File: config.mk
export PLATFORM = sky130hd
export DESIGN_NAME = gold_bag_ctrl
export DESIGN_NICKNAME = d
export VERILOG_FILES = /design/src/rtl/gold_pkg.sv /design/src/rtl/gold_bag_ctrl.sv
export SDC_FILE = /design/constraint.sdc
export NUM_CORES = 1
export LEC_CHECK = 0
export BUFFER_PORTS_ARGS = -buffer_cell sky130_fd_sc_hd__buf_2
export CAP_MARGIN = 20
export CORE_MARGIN = 5
export CORE_UTILIZATION = 35
export CTS_CLUSTER_SIZE = 8
export DETAILED_ROUTE_END_ITERATION = 8
export PLACE_DENSITY_LB_ADDON = 0.08
export SETUP_SLACK_MARGIN = 0.2
export SLEW_MARGIN = 20
export SYNTH_ARGS = -nofsm -noshare
export SYNTH_HDL_FRONTEND = slang
export SYNTH_SLANG_ARGS = --single-unit
File: constraint.sdc
create_clock -name clk -period 2.3 [get_ports clk]
set_input_delay 0.46 -clock clk [delete_from_list [all_inputs] [get_ports clk]]
set_output_delay 0.46 -clock clk [all_outputs]
set_load 0.05 [all_outputs]
File: src/rtl/gold_pkg.sv
// Shared types and constants for the gold bag controllers.
package gold_pkg;

  typedef enum logic [2:0] {
    REST   = 3'd0,
    WOBBLE = 3'd1,
    FALL   = 3'd2,
    BROKEN = 3'd3,
    GONE   = 3'd4
  } gold_state_t;

  localparam int TILE_SIZE     = 32;
  localparam int WOBBLE_TOGGLE = 4;

endpackage

File: src/rtl/gold_bag_ctrl.sv
// Per-bag rest/wobble/fall/break/collect lifecycle, advanced once per frame;
// registered outputs change the cycle after the startOfFrame that moved them.
module gold_bag_ctrl
  import gold_pkg::*;
#(
  parameter logic [10:0] INIT_X         = 11'd160,
  parameter logic [10:0] INIT_Y         = 11'd224,
  parameter logic [10:0] BOARD_Y        = 11'd160,
  parameter logic [10:0] BOARD_BOTTOM_Y = 11'd448,
  parameter int          WOBBLE_FRAMES  = 30,
  parameter int          FALL_SPEED     = 4,
  parameter int          BREAK_DIST     = 32,
  parameter int          BROKEN_FRAMES  = 150
) (
  input  logic        clk,
  input  logic        resetN,
  input  logic        startOfFrame,
  input  logic        gold_can_fall,
  input  logic        player_collision,
  output logic [10:0] topLeftX,
  output logic [10:0] topLeftY,
  output logic        gold_visible,
  output logic        gold_broken,
  output logic        wobble_phase,
  output logic        crush_hazard,
  output logic        gold_collected
);

  gold_state_t state;
  logic [7:0]  frameCnt;
  logic [8:0]  fallDist;
  logic [9:0]  fallSum;
  logic [10:0] yOffset;
  logic        tileAligned;
  logic        atBottom;
  logic        landNow;

  // Landing is only considered on tile boundaries, which absorbs the
  // one-frame lag of the terrain's can_fall answer.
  assign yOffset     = topLeftY - BOARD_Y;
  assign tileAligned = (yOffset & 11'(TILE_SIZE - 1)) == 11'd0;
  assign atBottom    = topLeftY == BOARD_BOTTOM_Y;
  assign landNow     = tileAligned && (!gold_can_fall || atBottom);
  assign fallSum     = {1'b0, fallDist} + 10'(FALL_SPEED);

  assign topLeftX     = INIT_X;
  assign gold_visible = state != GONE;
  assign gold_broken  = state == BROKEN;
  assign crush_hazard = state == FALL;

  always_ff @(posedge clk or negedge resetN) begin
    if (!resetN) begin
      state          <= REST;
      topLeftY       <= INIT_Y;
      frameCnt       <= 8'd0;
      fallDist       <= 9'd0;
      wobble_phase   <= 1'b0;
      gold_collected <= 1'b0;
    end else begin
      gold_collected <= 1'b0;
      if (startOfFrame) begin
        case (state)
          REST: begin
            if (gold_can_fall) begin
              state        <= WOBBLE;
              frameCnt     <= 8'd0;
              wobble_phase <= 1'b0;
            end
          end
          WOBBLE: begin
            if (!gold_can_fall) begin
              state        <= REST;
              frameCnt     <= 8'd0;
              wobble_phase <= 1'b0;
            end else if (frameCnt == 8'(WOBBLE_FRAMES - 1)) begin
              state        <= FALL;
              frameCnt     <= 8'd0;
              fallDist     <= 9'd0;
              wobble_phase <= 1'b0;
            end else begin
              frameCnt <= frameCnt + 8'd1;
              if (((frameCnt + 8'd1) % 8'(WOBBLE_TOGGLE)) == 8'd0)
                wobble_phase <= ~wobble_phase;
            end
          end
          FALL: begin
            if (landNow) begin
              frameCnt <= 8'd0;
              state    <= (fallDist >= 9'(BREAK_DIST)) ? BROKEN : REST;
            end else begin
              topLeftY <= topLeftY + 11'(FALL_SPEED);
              fallDist <= fallSum[9] ? 9'd511 : fallSum[8:0];
            end
          end
          BROKEN: begin
            // Collection wins over a coinciding timeout so the score is kept.
            if (player_collision) begin
              state          <= GONE;
              frameCnt       <= 8'd0;
              gold_collected <= 1'b1;
            end else if (frameCnt == 8'(BROKEN_FRAMES - 1)) begin
              state    <= GONE;
              frameCnt <= 8'd0;
            end else begin
              frameCnt <= frameCnt + 8'd1;
            end
          end
          GONE: ;
          default: state <= GONE;
        endcase
      end
    end
  end

endmodule

==> flow_summary.ini <==
[run_status]
outcome = complete, no violations

[pwr]
pwr-share-seq_pct = 34.4
power.combinational.fraction_pct = 43.2
pwr-share-clk_pct = 22.4
p_per_area_nw_per_um2 = 853
switchingPower_mw = 0.767
switching_share_pct = 39.9
power.total_mw = 1.92
p_leak_nw = 0.977
ir_drop_uv = 634
internal_power_mw = 1.16

[cells_and_area]
final_util_pct = 44.5
layout-drive-gt1-share_pct = 35.0
fin_area_um2 = 2260
diodes = 0
syn_to_final_growth_pct = 24.8
fin_cells = 296
num-nets-final = 236

[logic_synthesis]
seq_area_frac_synth_pct = 40.3
netlist_instances = 186
ys_seq_elements = 29
syn_area_um2 = 1810
synthFlopType = dfrtp_1
synth_cell_types = 50
synth_area_per_cell_um2 = 9.73
synthArstFlopShare_pct = 100
yosys_warnings = 0
synth_edf_count = 0

[setup_path]
rrSetupSlack_ns = 0.30
cp_data_arrival_time_ns = 1.59
critPathKind = flop to output pin
cp_data_required_time_ns = 1.84
cp_max_fo = 7
startpoint_type = flop
worst_setup_path_end_kind = output pin

[clocking]
clkSinkCount = 29
clockRootBuffer = clkbuf_8
cts_tree = done
clockBufferDepth = 2
clkSlewWorstSetupHoldPaths_ns = 0.06
cts_made_buffers = 5
htreeDepth = 2
cts_hold_buf = 0
clk-insertion-delay-late_ns = 0.28

[die]
io_pins = 32
initial_utilization_pct = 35.7
core_um2 = 5070
die_w_um = 81.9
num_rows = 26
die_y_um = 81.9
dieArea_um2 = 6710

[drt]
first_pass_iters = 4
wl_per_cell_um = 14.2
drt_iter0_drc = 115
drc = 0
antenna_left = 0
routed_via_density = 5.15
drt_wl_total_um = 4200
vias = 1524

[sta]
setup_viol = 0
finalCriticalPeriod_ns = 2.05
min_period_over_period_pct = 89.3
fmax_mhz = 487
hold_ws_ns = 0.210
slew_headroom_pct = 55.6
rsz0062_at_grt = yes
fin_ws_ns = 0.245
maxSlewViolCount = 0
worst_slew_pin_slew_ns = 0.666
fin_setup_tns_ns = 0
finClkSkew_ns = 0.00653
hold_viol = 0

[flow_run]
max-cap-violations = 0

[global_route]
grt_pass1_vias = 1438
grt_max_degree = 30
grt_pass1_wl_um = 6970
grt-ovfl-total = 0
grt_antenna_before_repair = 0
met1_usage_pct = 19.1
use_met3_pct = 4.50
track_usage_pct = 13.4
busiest_layer = met1
grt_util_met2_pct = 19.0

[hold_path]
hp-class = input port to async pin

[placed_design]
post_dp_cell_area_um2 = 2000
place_congestion = 0.855
placed_cells = 278
pre_cts_slack_ns = 0.0727
io_buffers = 18
dp_hpwl_um = 2970
[cell families after synthesis]
group                      count (synthesis)  synth area share [%]
and+or+nand+nor                           72                  22.1
AOI/OAI and AO/OA                         38                  17.2
DFF                                       29                  40.3
buffers and inverters                     27                  9.41
xor gates and xnor gates                   8                  3.87
adders and majority gates                  6                  4.15
muxes                                      4                  2.49
other                                      2                 0.415
[synth_stat cells (all sizes together), types with 2 or more instances]
master,n,area (um2)
xor2,6,52.6
and3,4,25.0
mux2,4,45.0
dfstp,3,78.8
nand2,19,71.3
o31ai,4,35.0
a2bb2oi,2,17.5
xnor2,2,17.5
dfrtp,26,651
or3b,2,17.5
buf,17,133
nor2,9,41.3
nor4,4,37.5
ha,6,75.1
o22a,3,26.3
o21ai,5,28.8
nand4,2,12.5
o311ai,4,35.0
a21oi,4,35.0
a31oi,3,18.8
conb,2,7.51
inv,10,37.5
o22ai,2,12.5
nor3,10,50.1
nor3b,2,15.0
nand3,13,70.1
and2,2,12.5
a211oi,4,30.0
[critical path, stage by stage (launching register included)]
cell and delay (ns):
dfrtp_2 0.44, or3b_4 0.43, buf_4 0.18, inv_1 0.10, buf_6 0.17
[area by class of cell]
class	count	area [um2]
inverters	10	37.5
well taps	70	87.6
repair buffers	38	248
flip-flops and latches	29	736
clock buffers	8	90.1
fillers	528	2820
multi-input cells	141	1060
[worst paths after layout]
kind,endpoint,cells past startpoint,start
min,fallDist[5]$_DFFE_PN0P_,1,resetN
min reg2reg,topLeftY[10]$_DFFE_PN0P_,1,topLeftY[10]$_DFFE_PN0P_
max in group asynchronous,topLeftY[3]$_DFFE_PN0P_,1,resetN
min in group clk,gold_collected$_DFF_PN0_,2,player_collision
max,crush_hazard,4,state[0]$_DFFE_PN0P_
max reg2reg,state[1]$_DFFE_PN0P_,8,topLeftY[3]$_DFFE_PN0P_
[registers in the layout, indices dropped and copies added (netlist names)]
signal          flops
state               3
fallDist            7
topLeftY            9
gold_collected      1
wobble_phase        1
frameCnt            8
[power by group through the flow]
stage	Sequential, mW	Combinational [mW]	Clock (mW)
after floorplan	0.699	0.517	0
after global placement	0.679	0.673	0
after detailed placement	0.682	0.677	0
after CTS	0.679	0.706	0.454
after global routing	0.670	0.902	0.477
final	0.662	0.832	0.431
[repair_timing]
item                       CTS  global route
setup endpoints to repair    7            12
pin swaps                    2             4
setup buffers                0            10
gates resized for setup     13            10
[metal layers]
layer	up-vias	routed length, um
met1	750	2060
met2	45	1860
met4	0	34
li1	725	-
met3	4	248
met5	-	0
[layout by cell type, fill, tap and decap left out, types with 4 or more instances in the layout]
cell type / synthesis / final
dfrtp_2: 0 / 5
nand3_1: 12 / 12
nor3_1: 10 / 9
conb_1: 2 / 13
buf_4: 14 / 18
buf_2: 1 / 17
nand2_1: 19 / 18
nor2_1: 8 / 7
xor2_1: 6 / 6
clkbuf_8: 0 / 6
ha_1: 6 / 4
inv_1: 10 / 10
dfrtp_1: 26 / 21
o21ai_0: 4 / 4
No activity file was read; power rests on OpenSTA's default activity.
